[config.mk]
export PLATFORM = sky130hd
export DESIGN_NAME = switch_demux
export DESIGN_NICKNAME = d
export VERILOG_FILES = /design/src/rtl/noc_pkg.sv /design/src/rtl/sync_fifo.sv /design/src/rtl/switch_demux.sv
export SDC_FILE = /design/constraint.sdc
export NUM_CORES = 1
export LEC_CHECK = 0
export BUFFER_PORTS_ARGS = -buffer_cell sky130_fd_sc_hd__buf_2
export CAP_MARGIN = 30
export CORE_ASPECT_RATIO = 1.5
export CORE_MARGIN = 2
export CORE_UTILIZATION = 48
export DETAILED_ROUTE_END_ITERATION = 6
export GPL_TIMING_DRIVEN = 0
export PLACE_DENSITY = 0.75
export SETUP_SLACK_MARGIN = 0.1
export SKIP_LAST_GASP = 1
export SYNTH_ARGS = -nofsm -noshare
export SYNTH_HDL_FRONTEND = slang
export SYNTH_SLANG_ARGS = --single-unit
[constraint.sdc]
create_clock -name clk -period 3 [get_ports clk]
set_clock_uncertainty 0.05 [all_clocks]
set_input_delay 0.15 -clock clk [delete_from_list [all_inputs] [get_ports clk]]
set_output_delay 0.15 -clock clk [all_outputs]
set_load 0.05 [all_outputs]
[src/rtl/noc_pkg.sv]
// Shared NoC definitions: port count, port indices, destination mask type.
// Combinational helpers only; no state and no flow control.
package noc_pkg;
  localparam int NUM_PORTS = 4;
  localparam int PORT_A = 0;
  localparam int PORT_B = 1;
  localparam int PORT_C = 2;
  localparam int PORT_D = 3;

  typedef logic [NUM_PORTS-1:0] mask_t;

  // True when every port requested in need is present in got.
  function automatic logic mask_covers(input mask_t got, input mask_t need);
    return (got & need) == need;
  endfunction
endpackage

[src/rtl/sync_fifo.sv]
// Generic synchronous FIFO; the head is readable combinationally in the cycle after the push.
// A push while full and a pop while empty are ignored; full is purely state-based.
module sync_fifo #(
  parameter int WIDTH = 8,
  parameter int DEPTH = 4,
  localparam int AW = $clog2(DEPTH),
  localparam int CW = AW + 1
) (
  input  logic             clk,
  input  logic             rst,
  input  logic             push,
  input  logic [WIDTH-1:0] push_data,
  input  logic             pop,
  output logic [WIDTH-1:0] pop_data,
  output logic             full,
  output logic             empty,
  output logic [CW-1:0]    count
);
  logic [WIDTH-1:0] mem [DEPTH];
  logic [AW-1:0]    wr_ptr;
  logic [AW-1:0]    rd_ptr;
  logic             push_ok;
  logic             pop_ok;

  assign full     = (count == CW'(DEPTH));
  assign empty    = (count == '0);
  assign push_ok  = push && !full;
  assign pop_ok   = pop && !empty;
  assign pop_data = mem[rd_ptr];

  // Storage is deliberately left unreset.
  always_ff @(posedge clk) begin
    if (push_ok) mem[wr_ptr] <= push_data;
  end

  // DEPTH is a power of two, so pointers wrap naturally.
  always_ff @(posedge clk) begin
    if (rst) begin
      wr_ptr <= '0;
      rd_ptr <= '0;
      count  <= '0;
    end else begin
      if (push_ok) wr_ptr <= wr_ptr + AW'(1);
      if (pop_ok)  rd_ptr <= rd_ptr + AW'(1);
      if (push_ok && !pop_ok)      count <= count + CW'(1);
      else if (pop_ok && !push_ok) count <= count - CW'(1);
    end
  end
endmodule

[src/rtl/switch_demux.sv]
// 1:4 demux with per-word destination mask; head visible one cycle after push.
// Head-of-line blocking: a word pops only once every selected port has accepted it.
module switch_demux
  import noc_pkg::*;
#(
  parameter int DATA_WIDTH = 16,
  parameter int DEPTH      = 4,
  parameter int CNT_WIDTH  = 8
) (
  input  logic                                 clk,
  input  logic                                 rst,
  input  logic [DATA_WIDTH-1:0]                in_data,
  input  mask_t                                in_sel,
  input  logic                                 in_valid,
  output logic                                 in_ready,
  output logic [NUM_PORTS-1:0][DATA_WIDTH-1:0] out_data,
  output mask_t                                out_valid,
  input  mask_t                                out_ready,
  output logic [CNT_WIDTH-1:0]                 drop_count,
  output logic                                 busy
);
  typedef struct packed {
    logic [DATA_WIDTH-1:0] data;
    mask_t                 sel;
  } entry_t;

  entry_t                   wr_entry;
  entry_t                   head;
  logic                     fifo_full;
  logic                     fifo_empty;
  logic [$clog2(DEPTH):0]   fifo_count;
  logic                     rst_q;
  logic                     push;
  logic                     pop;
  logic                     head_vld;
  mask_t                    done;
  mask_t                    fire;
  logic [CNT_WIDTH-1:0]     drop_cnt;

  assign wr_entry = '{data: in_data, sel: in_sel};

  // rst_q holds off the producer for one extra cycle after reset.
  assign in_ready = !fifo_full && !rst && !rst_q;
  assign push     = in_valid && in_ready;
  assign head_vld = !fifo_empty && !rst;
  assign out_valid = head_vld ? (head.sel & ~done) : '0;
  assign fire     = out_valid & out_ready;
  assign pop      = head_vld && mask_covers(done | fire, head.sel);

  assign busy       = (fifo_count != '0) && !rst;
  assign drop_count = rst ? '0 : drop_cnt;

  always_comb begin
    for (int i = 0; i < NUM_PORTS; i++) out_data[i] = head.data;
  end

  sync_fifo #(
    .WIDTH ($bits(entry_t)),
    .DEPTH (DEPTH)
  ) u_fifo (
    .clk       (clk),
    .rst       (rst),
    .push      (push),
    .push_data (wr_entry),
    .pop       (pop),
    .pop_data  (head),
    .full      (fifo_full),
    .empty     (fifo_empty),
    .count     (fifo_count)
  );

  // A word with an empty mask pops on its first head cycle and is counted as dropped.
  always_ff @(posedge clk) begin
    rst_q <= rst;
    if (rst) begin
      done     <= '0;
      drop_cnt <= '0;
    end else begin
      done <= pop ? '0 : (done | fire);
      if (pop && head.sel == '0 && drop_cnt != '1)
        drop_cnt <= drop_cnt + CNT_WIDTH'(1);
    end
  end
endmodule

==> results.json, run 1 <==
{
  "grt_pass1_vias": 2808,
  "slew_headroom_pct": 58.73,
  "fin_crit_ns": 2.746,
  "die_height_um": 122.4,
  "power_density_nw_per_um2": 550.9,
  "port_buffers": 104,
  "dieArea_sq_um": 10150,
  "clk_pin_slew_ns": 0.06,
  "whs_ns": 0.07726,
  "critPathMostFrequentCell": "inv_1",
  "synth_edf_count": 80,
  "yosysSeqAreaShare_pct": 63.39,
  "hp-start": "out_ready[3]",
  "p_leak_nw": 2.297,
  "antenna_found_initial": 0,
  "postSynthCellCount": 293,
  "cp.required_ns": 3.22,
  "nFillCells": 711,
  "cts_tree": "yes",
  "reg2regPathDepth": 13,
  "crit_chain": "buf_12, mux4_2, nand2_2, o2111ai_4, buf_6, nor2_4, inv_1, ha_1, inv_1, fa_1, xor2_1, or3_1, a21oi_1",
  "crit_path_max_incr_delay_ns": 0.53,
  "drt_wl_total_um": 8772,
  "rsz0062_at_grt": "no",
  "drtPass1Iterations": 4,
  "drtAntennaViolNets": 0,
  "synth_mux_area_share_pct": 13.14,
  "final_nets": 476,
  "ff2ff_setup_slack_ns": 0.25,
  "synth_fp_nets": 327,
  "ys.flop_type": "edfxtp_1",
  "drc": 0,
  "cts_num_sinks": 102,
  "crit_fanout": 6,
  "synth_area_sq_um": 4484,
  "grt.met3_usage_pct": 3.430,
  "async_flop_share_pct": 0,
  "synth_adder_area_share_pct": 2.121,
  "overflow": 0,
  "synth_compound_area_share_pct": 2.511,
  "start_util_pct": 49.03,
  "path_delay_family": "multiplexers",
  "cts_inserted_buffers": 9,
  "ctsHtreeMaxLevel": 3,
  "dp_hpwl_um": 6203,
  "path_buf_inv": 4,
  "post_drt_wl_per_cell_um": 15.69,
  "min_to": "done[3]",
  "cts_buffer_depth": 2,
  "arrival_ns": 2.96,
  "drive_gt1_share_pct": 48.10,
  "hold_path.class": "input port to register",
  "r2r-end": "u_fifo.count[2]",
  "drt-vias-per-instance": 5.052,
  "seqCellArea_sq_um": 2846,
  "multi_input_area_sq_um": 1234,
  "mostFrequentLayoutCell": "buf_2",
  "period_share_pct": 91.55,
  "yosys_warnings": 0,
  "drt_iter0_markers": 134,
  "synth_area_per_cell_sq_um": 15.30,
  "core_area_sq_um": 9146,
  "grt_pass1_wl_um": 13990,
  "synth_cell_type_count": 41,
  "hold_violations": 0,
  "cts_root_buffer": "clkbuf_16",
  "clock.fmax_ghz": 0.3641,
  "hold_depth": 3,
  "tightestPinTransition_ns": 0.6190,
  "met2_usage_pct": 33.42,
  "fin_total_pwr_mw": 3.216,
  "finalSetupViolations": 0,
  "vias": 2824,
  "yosys.area_share.simple_pct": 8.482,
  "met1_usage_pct": 19.64,
  "synthXorXnorAreaFrac_pct": 0.5859,
  "die-width_um": 82.92,
  "track_usage_pct": 17.94,
  "startpoint_type": "register",
  "rows": 43,
  "grt_max_degree": 16,
  "synth-seq-cells": 102,
  "grt_most_used_layer": "met2",
  "final_cell_mix": "buf_2, edfxtp_1, buf_4, dfxtp_1, dlygate4sd3_1",
  "crit_path_end_kind": "register",
  "routabilityCongestion": 0.8415,
  "crit_type": "register to register",
  "ir_drop_uv": 386.3,
  "insertion_delay_ns": 0.34,
  "synth_top_family_by_area": "multiplexers",
  "area_growth_pct": 30.19,
  "maxSlewViolCount": 0,
  "pin_count": 105,
  "antenna_cells": 0,
  "max-cap-violations": 0,
  "status": "finished, final reports clean",
  "slowest_stage": "mux4_2"
}
logic make-up (layout without fill, tap and decap cells):
kind of cell,count (synthesis),after routing
flip-flops,102,102
AND/OR/NAND/NOR,69,69
multiplexers,32,32
adder cells (fa/ha/maj),7,7
buffers and inverters,64,218
AO/OA/AOI/OAI,16,16
XOR/XNOR,3,3
sequential cells by signal (all words and copies together) (netlist names), named ones only:
signal,flops
done,4
u_fifo.wr_ptr,2
rst_q,1
u_fifo.count,3
u_fifo.rd_ptr,2
u_fifo.mem,80
drop_cnt,8
worst reg2reg max path, stage by stage, from the launching register on:
cell and delay (ns):
dfxtp_4 0.39, buf_12 0.12, mux4_2 0.53, nand2_2 0.10, o2111ai_4 0.14, buf_6 0.18, nor2_4 0.13, inv_1 0.05
ha_1 0.21, inv_1 0.07, fa_1 0.17, xor2_1 0.07, or3_1 0.30, a21oi_1 0.15
where the power goes:
part	total (mW)	leakage [nW]	internal [mW]	switching, mW
Sequential	1.56	0.901	1.55	0.0157
Clock	1.11	0.133	0.635	0.473
Combinational	0.546	1.26	0.189	0.357
Total	3.22	2.30	2.37	0.845
cell usage after synthesis (all sizes together) (6+ instances only):
master   n  area (sq um)
a21oi    7         35.03
and3     6         37.54
buf     54         400.4
dfxtp   22         440.4
edfxtp  80          2402
ha       6         75.07
inv      6         22.52
mux2     9         101.3
mux4    20         457.9
nand2    6         25.03
nand3    6         30.03
nor2    17         66.32
nor2b    7         43.79
nor3    14         75.07
layer usage:
layer,vias up,share of wire [%]
met3,13,4.3
met5,-,0
met1,1376,38
li1,1349,-
met4,0,1.9
met2,86,55
repair_timing:
action / 4_1_cts / 5_1_grt
pin swaps: 0 / 1
endpoints found under the setup margin: 3 / 2
resized for setup: 8 / 5
hold buffers: 21 / 0
buffers inserted: 1 / 8
hold endpoints to repair: 81 / 0
final cells by class:
cell class,instances,area share [%]
Sequential cell,102,48.76
Multi-Input combinational cell,127,21.13
Timing Repair Buffer,138,15.13
Buffer,58,7.372
Clock buffer,10,3.922
Tap cell,112,2.400
Clock inverter,6,0.9001
Inverter,6,0.3858
worst max-delay path by stage:
| stage | end | depth (start not counted) | start |
|---|---|---|---|
| final | u_fifo.count[2] | 13 | register |
| after global routing | u_fifo.count[2] | 13 | register |
| after CTS | u_fifo.count[2] | 13 | register |
| after detailed placement | u_fifo.count[2] | 13 | register |
| after global placement | u_fifo.count[2] | 13 | register |
| after floorplan | u_fifo.count[2] | 13 | register |
through the flow:
stage	cell area, sq um	util (%)	setup TNS (ns)	instances	setup WS (ns)
final	5838	63.83	0	559	0.2536
after global routing	5838	63.83	0	559	0.09114
after CTS	5768	63.06	0	551	0.1127
after detailed placement	5243	57.32	-0.6039	513	-0.3277
after global placement	5157	56.39	-0.4337	509	-0.2283
after floorplan	4497	-	0	293	0.1078
Note: power is estimated with default switching activity, not from simulation.
==> inputs of run 2 (changes only) <==
CTS_BUF_LIST = sky130_fd_sc_hd__clkbuf_4 sky130_fd_sc_hd__clkbuf_8 sky130_fd_sc_hd__clkbuf_16   (was default)
==> run 2 against run 1 <==
Utilization is essentially flat. Fmax is essentially flat. Critical path depth is the same. Design area is essentially flat. Clock-buffer cell count is the same. First-iteration DRC count shrank 6.7%. Combinational power is essentially flat. Die area is the same. Setup slack lost 0.0026 ns. Critical endpoint unchanged.
==> results.json, run 2 (same netlist as run 1, synthesis figures left out) <==
{
  "status": "finished, final reports clean",
  "drtPass1Iterations": 4,
  "r2r-end": "u_fifo.count[2]",
  "routabilityCongestion": 0.8415,
  "grt_pass1_wl_um": 13990,
  "final_cell_mix": "buf_2, edfxtp_1, buf_4, dfxtp_1, dlygate4sd3_1",
  "startpoint_type": "register",
  "grt_max_degree": 16,
  "design_area_sq_um": 5842,
  "instances_no_fill": 559,
  "insertion_delay_ns": 0.34,
  "crit_path_max_incr_delay_ns": 0.52,
  "port_buffers": 104,
  "dp_hpwl_um": 6203,
  "ff2ff_setup_slack_ns": 0.25,
  "internal_power_mw": 2.380,
  "p_clk_share_pct": 34.6,
  "arrival_ns": 2.97,
  "cts_num_sinks": 102,
  "clock.fmax_ghz": 0.3638,
  "clk_pin_slew_ns": 0.06,
  "place_area_sq_um": 5243,
  "final_nets": 476,
  "nFillCells": 709,
  "post_drt_wl_per_cell_um": 15.66,
  "rsz0062_at_grt": "no",
  "die-width_um": 82.92,
  "fin_total_pwr_mw": 3.224,
  "seq_power_share_pct": 48.5,
  "setup_slack_ns": 0.2510,
  "p_leak_nw": 2.300,
  "drt_wl_total_um": 8752,
  "top_regs": "u_fifo.mem x80, drop_cnt x8, done x4",
  "p_sw_mw": 0.8440,
  "top_register": "u_fifo.mem",
  "tightestPinTransition_ns": 0.6221,
  "pin_count": 105,
  "hold_violations": 0,
  "drt_iter0_markers": 125,
  "dp_slack_ns": -0.3277,
  "max-cap-violations": 0,
  "track_usage_pct": 17.94,
  "drt-vias-per-instance": 5.100,
  "drive_gt1_share_pct": 48.32,
  "mostFrequentLayoutCell": "buf_2",
  "crit_path_end_kind": "register",
  "area_growth_pct": 30.27,
  "swShare_pct": 26.18,
  "grt_pass1_vias": 2806,
  "hold_depth": 3,
  "reg2regPathDepth": 13,
  "power_density_nw_per_um2": 551.9,
  "period_share_pct": 91.63,
  "crit_chain": "buf_12, mux4_2, nand2_2, o2111ai_4, buf_6, nor2_4, inv_1, ha_1, inv_1, fa_1, xor2_1, or3_1, a21oi_1",
  "ir_drop_uv": 386.8,
  "antenna_found_initial": 0,
  "drc": 0,
  "critPathMostFrequentCell": "inv_1",
  "ctsHtreeMaxLevel": 3,
  "slew_headroom_pct": 58.53,
  "dieArea_sq_um": 10150,
  "vias": 2851,
  "finalSetupViolations": 0,
  "die_height_um": 122.4,
  "start_util_pct": 49.03,
  "antenna_cells": 0,
  "maxSlewViolCount": 0,
  "rows": 43,
  "hp-start": "out_ready[3]",
  "cp.required_ns": 3.22,
  "cts_tree": "yes",
  "drtAntennaViolNets": 0,
  "min_to": "done[3]",
  "dp_cells": 513,
  "largest_reg_flops": 80,
  "fin_crit_ns": 2.749,
  "slowest_stage": "mux4_2",
  "cts_root_buffer": "clkbuf_16",
  "whs_ns": 0.07779,
  "cts_buffer_depth": 2,
  "post-route-util_pct": 63.87,
  "cts_inserted_buffers": 9,
  "core_area_sq_um": 9146,
  "overflow": 0,
  "hold_path.class": "input port to register",
  "crit_type": "register to register",
  "pwr-share-comb_pct": 16.9,
  "crit_fanout": 6,
  "finalSetupTns_ns": 0
}
-- run 2: changes by cell type in the layout (fill, tap and decap cells not counted) --
| cell | change |
|---|---|
| clkbuf_1 | -1 |
| clkbuf_4 | +1 |
-- run 2: area by class of cell --
class	instances	area [sq um]	share of cell area (%)
clock inverters	6	52.55	0.8996
inverters	6	22.52	0.3855
well taps	112	140.1	2.399
multi-input cells	127	1234	21.12
clock buffers	10	232.7	3.984
flip-flops and latches	102	2846	48.73
repair buffers	138	883.3	15.12
plain buffers	58	430.4	7.368
-- run 2: per-layer routing --
metal | vias to the layer above | GRT usage (%) | routed length [um]
li1 | 1350 | - | -
met1 | 1401 | 19.64 | 3319
met2 | 89 | 33.42 | 4898
met3 | 11 | 3.430 | 372
met4 | 0 | 8.402 | 161
met5 | - | 0 | 0
-- run 2: worst max-delay path by stage --
stage	slack, ns	from	end	cells past startpoint
2_1_floorplan	0.11	register	u_fifo.count[2]	13
3_3_place_gp	-0.23	register	u_fifo.count[2]	13
3_5_place_dp	-0.33	register	u_fifo.count[2]	13
4_1_cts	0.11	register	u_fifo.count[2]	13
5_1_grt	0.09	register	u_fifo.count[2]	13
6_report	0.25	register	u_fifo.count[2]	13
-- run 2: power groups by stage --
stage,registers (mW),clock network [mW],logic (mW)
2_1_floorplan,1.59,0,0.392
3_3_place_gp,1.59,0,0.492
3_5_place_dp,1.59,0,0.508
4_1_cts,1.56,1.13,0.536
5_1_grt,1.56,1.20,0.577
6_report,1.56,1.12,0.546
-- run 2: timing repair --
| action | CTS | global route |
|---|---|---|
| hold buffers | 21 | 0 |
| buffers inserted | 1 | 8 |
| setup endpoints to repair | 3 | 2 |
| pin swaps | 0 | 1 |
| hold endpoints to repair | 81 | 0 |
| gates resized for setup | 8 | 5 |
| cloned | 0 | 0 |
-- run 2: worst max-delay path, delay by kind of cell, from the launching register on --
kind            cells  cell delay (ns)
mux                 1             0.52
simple gates        3             0.54
flops               1             0.39
xor+xnor            1             0.07
fa+ha+maj           2             0.38
compound gates      2             0.29
buf+inv             4             0.43
==> inputs of run 3 (changes only) <==
ABC_CLOCK_PERIOD_IN_PS = 3000   (was default)
PLACE_DENSITY = 0.76   (was 0.75)
==> run 3 against run 2 <==
Design area up 0.26%. Clock-buffer cell count increased by 4. Cell count down 0.54%. Sequential share of layout area is 0.12 points lower. Setup slack worse by 0.0080 ns. Critical path depth unchanged. Largest cell class unchanged.
==> results.json, run 3 (same netlist as run 1, synthesis figures left out) <==
{
  "fin_crit_ns": 2.757,
  "vias": 2847,
  "track_usage_pct": 17.87,
  "rows": 43,
  "cts_num_sinks": 102,
  "start_util_pct": 49.03,
  "ctsHtreeMaxLevel": 3,
  "tightestPinTransition_ns": 0.6113,
  "grt_pass1_wl_um": 14100,
  "period_share_pct": 91.90,
  "hp-start": "out_ready[3]",
  "area_growth_pct": 30.61,
  "r2r-end": "u_fifo.count[2]",
  "drc": 0,
  "swShare_pct": 25.42,
  "crit_fanout": 10,
  "mostFrequentLayoutCell": "buf_2",
  "drt_wl_total_um": 8590,
  "finalSetupViolations": 0,
  "top_regs": "u_fifo.mem x80, drop_cnt x8, done x4",
  "crit_path_end_kind": "register",
  "design_area_sq_um": 5857,
  "routabilityCongestion": 0.8751,
  "drt_iter0_markers": 120,
  "insertion_delay_ns": 0.33,
  "antenna_cells": 0,
  "startpoint_type": "register",
  "clk_pin_slew_ns": 0.06,
  "max-cap-violations": 0,
  "place_area_sq_um": 5268,
  "core_area_sq_um": 9146,
  "grt_max_degree": 16,
  "top_register": "u_fifo.mem",
  "dp_slack_ns": -0.2677,
  "dieArea_sq_um": 10150,
  "p_leak_nw": 2.308,
  "port_buffers": 104,
  "arrival_ns": 2.97,
  "cts_buffer_depth": 2,
  "die-width_um": 82.92,
  "setup_slack_ns": 0.2430,
  "ir_drop_uv": 542.6,
  "maxSlewViolCount": 0,
  "dp_hpwl_um": 6029,
  "die_height_um": 122.4,
  "drive_gt1_share_pct": 48.87,
  "post_drt_wl_per_cell_um": 15.45,
  "hold_path.class": "input port to register",
  "cts_tree": "yes",
  "cp.required_ns": 3.21,
  "power_density_nw_per_um2": 555.4,
  "slew_headroom_pct": 59.25,
  "pin_count": 105,
  "cts_inserted_buffers": 9,
  "overflow": 0,
  "nFillCells": 678,
  "hold_violations": 0,
  "finalSetupTns_ns": 0,
  "largest_reg_flops": 80,
  "drtAntennaViolNets": 0,
  "p_sw_mw": 0.8269,
  "pwr-share-comb_pct": 16.7,
  "internal_power_mw": 2.426,
  "drtPass1Iterations": 4,
  "final_cell_mix": "buf_2, edfxtp_1, buf_4, dfxtp_1, dlygate4sd3_1",
  "ff2ff_setup_slack_ns": 0.24,
  "antenna_found_initial": 0,
  "grt_pass1_vias": 2903,
  "rsz0062_at_grt": "no",
  "drt-vias-per-instance": 5.121,
  "p_clk_share_pct": 35.2,
  "clock.fmax_ghz": 0.3627,
  "seq_power_share_pct": 48.1,
  "final_nets": 473,
  "status": "finished, final reports clean",
  "crit_type": "register to register",
  "min_to": "done[3]",
  "cts_root_buffer": "clkbuf_16",
  "reg2regPathDepth": 13,
  "hold_depth": 3
}
run 3: per-stage QoR:
stage | total power [mW] | hold WS, ns | util (%) | instances
final | 3.253 | 0.1014 | 64.04 | 556
after detailed placement | 2.101 | 0.3014 | 57.59 | 513
after global placement | 2.082 | 0.2973 | 56.39 | 509
after floorplan | 1.982 | 0.1277 | - | 293
after global routing | 3.372 | 0.09702 | 64.04 | 556
after CTS | 3.262 | 0.07281 | 63.45 | 551
run 3: cell type report:
type / instances / area, sq um / area share, %
clock buffers: 14 / 262.8 / 4.486
clock inverters: 2 / 35.03 / 0.5982
well taps: 112 / 140.1 / 2.393
plain buffers: 58 / 430.4 / 7.349
inverters: 6 / 22.52 / 0.3845
repair buffers: 135 / 885.9 / 15.12
multi-input cells: 127 / 1234 / 21.06
flip-flops and latches: 102 / 2846 / 48.60
run 3: worst max path at each step:
stage	slack [ns]	end	startpoint	depth (start not counted)
after floorplan	0.11	u_fifo.count[2]	register	13
after global placement	-0.20	u_fifo.count[2]	register	13
after detailed placement	-0.27	u_fifo.count[2]	register	13
after CTS	0.11	u_fifo.count[2]	u_fifo.count[0]	12
after global routing	0.11	u_fifo.count[2]	register	13
final	0.24	u_fifo.count[2]	register	13
run 3: power groups by stage:
stage,Combinational (mW),Sequential [mW],Clock [mW]
after floorplan,0.392,1.59,0
after global placement,0.491,1.59,0
after detailed placement,0.508,1.59,0
after CTS,0.535,1.56,1.16
after global routing,0.574,1.57,1.23
final,0.544,1.56,1.15
run 3: critical path, cell delays in order (launching register included):
cell and delay (ns):
dfxtp_4 0.39, buf_12 0.15, mux4_2 0.53, nand2_2 0.10, o2111ai_4 0.14, buf_6 0.18
nor2_4 0.12, inv_1 0.05, ha_1 0.21, inv_1 0.07, fa_1 0.17, xor2_1 0.07
or3_1 0.30, a21oi_1 0.15
run 3: layer usage:
layer  vias up  part of all wire, %  GRT usage (%)
met5         -                    0              0
met4         0                  1.0          6.250
met3         8                  3.9          4.237
met2        90                   57          34.07
met1      1401                   38          19.25
li1       1348                    -              -
run 3: what timing repair did:
action / 4_1_cts / 5_1_grt
endpoints found under the hold margin: 81 / 0
setup buffers: 1 / 5
gates resized for setup: 6 / 7
pin swaps: 0 / 1
endpoints found under the setup margin: 3 / 2
hold buffers: 21 / 0
